===== src/rtl/dst_track_fwd_pkg.sv =====
// Shared constants for destination tracking and ALU operand forwarding.
// Forwarding-select encodings and register-number geometry.
package dst_track_fwd_pkg;

  localparam int AW       = 5;
  localparam int REG_ZERO = 0;

  localparam logic [1:0] FWD_RF  = 2'b00;
  localparam logic [1:0] FWD_WB  = 2'b01;
  localparam logic [1:0] FWD_MEM = 2'b10;

endpackage


===== src/rtl/dst_slot_reg.sv =====
// One pipeline slot holding {dst, regwrite}; async reset, hold enable, sync clear.
// Hold wins over clear so a frozen pipeline never loses a slot to a squash.
module dst_slot_reg #(
  parameter int W = 6
) (
  input  logic         clk,
  input  logic         rst,
  input  logic         hold,
  input  logic         clr,
  input  logic [W-1:0] d,
  output logic [W-1:0] q
);

  always_ff @(posedge clk or posedge rst) begin
    if (rst) begin
      q <= '0;
    end else if (!hold) begin
      q <= clr ? '0 : d;
    end
  end

endmodule


===== src/rtl/dst_track_fwd.sv =====
// Tracks EX write destinations through MEM/WB, produces EX operand forwarding
// selects, the ID load-use stall request and a saturating stall-cycle counter.
module dst_track_fwd #(
  parameter int AW   = dst_track_fwd_pkg::AW,
  parameter int CNTW = 16
) (
  input  logic            clk,
  input  logic            rst,
  input  logic            freeze,
  input  logic            ex_flush,
  input  logic [AW-1:0]   ex_dst,
  input  logic            ex_regwrite,
  input  logic            ex_memread,
  input  logic [AW-1:0]   ex_rs,
  input  logic [AW-1:0]   ex_rt,
  input  logic [AW-1:0]   id_rs,
  input  logic [AW-1:0]   id_rt,
  input  logic            id_use_rt,
  output logic [1:0]      fwd_a,
  output logic [1:0]      fwd_b,
  output logic            load_use,
  output logic [AW-1:0]   mem_dst,
  output logic            mem_regwrite,
  output logic [AW-1:0]   wb_dst,
  output logic            wb_regwrite,
  output logic [CNTW-1:0] stall_cnt
);

  import dst_track_fwd_pkg::*;

  logic          ex_dst_nz;
  logic [AW:0]   mem_d;
  logic [AW:0]   mem_q;
  logic [AW:0]   wb_q;

  assign ex_dst_nz = (ex_dst != AW'(REG_ZERO));

  // Register 0 is never marked valid, so a zero source can never forward.
  assign mem_d = {ex_dst, ex_regwrite & ex_dst_nz};

  dst_slot_reg #(.W(AW+1)) u_mem_slot (
    .clk  (clk),
    .rst  (rst),
    .hold (freeze),
    .clr  (ex_flush),
    .d    (mem_d),
    .q    (mem_q)
  );

  dst_slot_reg #(.W(AW+1)) u_wb_slot (
    .clk  (clk),
    .rst  (rst),
    .hold (freeze),
    .clr  (1'b0),
    .d    (mem_q),
    .q    (wb_q)
  );

  assign mem_dst      = mem_q[AW:1];
  assign mem_regwrite = mem_q[0];
  assign wb_dst       = wb_q[AW:1];
  assign wb_regwrite  = wb_q[0];

  // MEM holds the younger result, so it takes priority over WB.
  always_comb begin
    fwd_a = FWD_RF;
    if (mem_regwrite && (mem_dst == ex_rs)) begin
      fwd_a = FWD_MEM;
    end else if (wb_regwrite && (wb_dst == ex_rs)) begin
      fwd_a = FWD_WB;
    end

    fwd_b = FWD_RF;
    if (mem_regwrite && (mem_dst == ex_rt)) begin
      fwd_b = FWD_MEM;
    end else if (wb_regwrite && (wb_dst == ex_rt)) begin
      fwd_b = FWD_WB;
    end
  end

  assign load_use = ex_memread & ex_regwrite & ex_dst_nz & ~ex_flush &
                    ((ex_dst == id_rs) | (id_use_rt & (ex_dst == id_rt)));

  always_ff @(posedge clk or posedge rst) begin
    if (rst) begin
      stall_cnt <= '0;
    end else if (!freeze && load_use && (stall_cnt != {CNTW{1'b1}})) begin
      stall_cnt <= stall_cnt + 1'b1;
    end
  end

endmodule


===== config.mk =====
export PLATFORM = sky130hd
export DESIGN_NAME = dst_track_fwd
export DESIGN_NICKNAME = d
export VERILOG_FILES = /design/src/rtl/dst_track_fwd_pkg.sv /design/src/rtl/dst_slot_reg.sv /design/src/rtl/dst_track_fwd.sv
export SDC_FILE = /design/constraint.sdc
export NUM_CORES = 1
export LEC_CHECK = 0
export BUFFER_PORTS_ARGS = -buffer_cell sky130_fd_sc_hd__clkbuf_2
export CAP_MARGIN = 20
export CORE_MARGIN = 5
export CORE_UTILIZATION = 50
export DETAILED_ROUTE_END_ITERATION = 6
export GPL_ROUTABILITY_DRIVEN = 0
export GPL_TIMING_DRIVEN = 0
export PLACE_DENSITY = 0.86
export SLEW_MARGIN = 20
export SYNTH_ARGS = -nofsm -noshare
export SYNTH_HDL_FRONTEND = slang
export SYNTH_SLANG_ARGS = --single-unit

===== constraint.sdc =====
create_clock -name clk -period 3.9 [get_ports clk]
set_input_delay 0.39 -clock clk [delete_from_list [all_inputs] [get_ports clk]]
set_output_delay 0.39 -clock clk [all_outputs]
set_load 0.01 [all_outputs]

==> results.yml <==
run_status:
  status: "completed"
yosys:
  synth_top_area_share: 0.4223
  ys_seq_elements: 28
  synth_area_per_cell_sq_um: 11.13
  yosys-top-cells-area: "dfrtp_1 (42%), xnor2_1 (15%), xor2_1 (8.4%)"
  yosysTopAreaCell: "dfrtp_1"
  synthCells: 149
  yosysSeqAreaShare: 0.4223
  syn_area_sq_um: 1659
  synth_cell_types: 28
  synth_nets: 182
  yosysWarningCount: 0
setup_path:
  cp.required_ps: 3510
  ff2ff_setup_slack_ps: 1840
  critPathArrivalTime_ps: 1800
  slowest_stage: "o22ai_2"
  cp_max_fo: 10
  crit_chain: "clkbuf_2 > xnor2_1 > nand4_1 > o22ai_2 > buf_2 > and2_1 > clkbuf_2"
  slowest_delay_ps: 380
  timing.rr.end: "stall_cnt[15]$_DFFE_PP0P_"
  critPathKind: "input port to primary output"
  crit_path_end_kind: "primary output"
  cpMostUsedCell: "clkbuf_2"
  r2r_start: "stall_cnt[0]$_DFFE_PP0P_"
  r2r_cells: 8
  worst_setup_path_start_kind: "input port"
grt:
  grt_max_degree: 29
  grt_antenna_before_repair: 0
  grt_pass1_wl_um: 6120
  grt_pass1_vias: 1427
  track_usage: 0.1767
  overflow: 0
detailed_routing:
  drtIter0Drc: 40
  avgRoutedWirePerCell_um: 14.38
  vias: 1385
  detail_route.drc_violations: 0
  postRouteAntennaNets: 0
  detail_route.first_pass.iterations: 4
  wirelength_um: 3782
  routed_via_density: 5.266
sta:
  setup_viol: 0
  fin_crit_sh: 0.5614
  period_needed_ps: 2190
  final.setup.tns_ps: 0
  finalWorstSetupSlack_ps: 1710
  hold_viol_final: 0
  tightestPinTransition_ps: 575.6
  hold_slack_ps: 70.68
  finClkSkew_ps: 6.196
  drv_slew: 0
  rsz0062_at_grt: "no"
  relSlewSlack: 0.6157
  fmax_mhz: 456.7
pwr:
  seq_power_share: 0.561
  ir_drop_mv: 0.1325
  comb_power_share: 0.195
  power.leakage_nw: 1.086
  internal-power_mw: 0.4185
  p_per_area_nw_per_um2: 279.2
  p_clk_frac: 0.244
  switchingPower_mw: 0.1603
  netSwitchingFraction: 0.2770
  p_total_mw: 0.5789
final_layout:
  nets: 251
  fin_util: 0.6312
  fill_cells: 282
  layout-drive-gt1-share: 0.4101
  num_antenna_cells: 0
  areaGrowthSynthToFinish_pct: 24.96
  fin_cells: 263
  final_area_sq_um: 2073
  final_cell_mix: "clkbuf_2 (64), xnor2_1 (28), dfrtp_1 (28)"
  layout_commonest_cell: "clkbuf_2"
clocking:
  cts-resized-gates: 0
  clk_pin_slew_ps: 150
  clock-root-buffer: "clkbuf_4"
  cts_htree_levels: 1
  ctsHoldBuffers: 0
  clk_path_buf_depth: 2
  numCtsBuffers: 3
  cts_tree: "yes"
  cts.sinks: 28
  worstSkewPairLatency_ps: 330
  cts_setup_buffers: 0
floorplanning:
  rows: 21
  start_util: 0.5051
  die_y_um: 67.61
  dieWidth_um: 67.61
  dieArea_sq_um: 4570
  io_pins: 65
  core_sq_um: 3284
placement:
  place_hpwl_um: 3012
  placed_cells: 259
  place_area_sq_um: 2037
  pre_cts_slack_ps: 1706
  placement.io_buffers: 64
min_path:
  hold_path_class: "input port to asynchronous set/reset pin"
run:
  maxCapViolCount: 0
cell usage after synthesis (all sizes together):
library cell,count
o21ai,2
nand2b,2
and3,12
and2,2
a22o,4
nor4,4
inv,1
mux2,8
o22ai,1
or4,1
nor2,4
a31oi,1
and4,4
dfrtp,28
o211ai,1
xnor2,28
and4b,1
xor2,16
buf,2
nand3,10
nand4,9
clkbuf,2
nand2,5
ha,1
state kept, by name, summed over array words and instances (netlist names):
register      count
stall_cnt        16
u_mem_slot.q      6
u_wb_slot.q       6
cells by family (layout without fill, tap and decap cells):
family / after synthesis / in the layout / synth area share
compound gates: 9 / 9 / 0.05505
buf+inv: 5 / 73 / 0.01659
mux: 8 / 8 / 0.05430
fa+ha+maj: 1 / 1 / 0.007540
flops: 28 / 28 / 0.4223
xor+xnor: 44 / 44 / 0.2323
simple gates: 54 / 54 / 0.2119
power groups by stage:
stage	Clock (mW)	Sequential (mW)	Combinational (mW)
2_1_floorplan	0	0.333	0.0592
3_5_place_dp	0	0.330	0.114
5_1_grt	0.159	0.328	0.125
4_1_cts	0.148	0.325	0.115
6_report	0.141	0.324	0.113
3_3_place_gp	0	0.329	0.112
routing by layer:
metal	routed length, um	GRT usage
met4	55	0.09114
met1	1527	0.1950
met2	1950	0.3232
met3	248	0.02662
met5	0	0
worst max path at each step:
stage	start	endpoint	slack, ps	cells past startpoint
2_1_floorplan	stall_cnt[0]$_DFFE_PP0P_	stall_cnt[5]$_DFFE_PP0P_	2020	8
3_3_place_gp	ex_dst[3]	load_use	1690	7
3_5_place_dp	ex_dst[1]	load_use	1710	7
4_1_cts	ex_dst[3]	load_use	1710	7
5_1_grt	ex_dst[3]	load_use	1600	7
6_report	ex_dst[3]	load_use	1710	7
cell type report:
| cell class | instances | area (sq um) | area share |
|---|---|---|---|
| multi-input cells | 116 | 930.9 | 0.4490 |
| flip-flops and latches | 28 | 700.7 | 0.3380 |
| repair buffers | 64 | 320.3 | 0.1545 |
| well taps | 46 | 57.56 | 0.02776 |
| clock buffers | 4 | 36.28 | 0.01750 |
| plain buffers | 4 | 23.77 | 0.01147 |
| inverters | 1 | 3.754 | 0.001810 |
critical path, delay by kind of cell:
kind	cells	cell delay, ps
buf+inv	3	580
compound gates	1	380
simple gates	2	270
xor+xnor	1	170
Note: power is estimated with default switching activity, not from simulation.
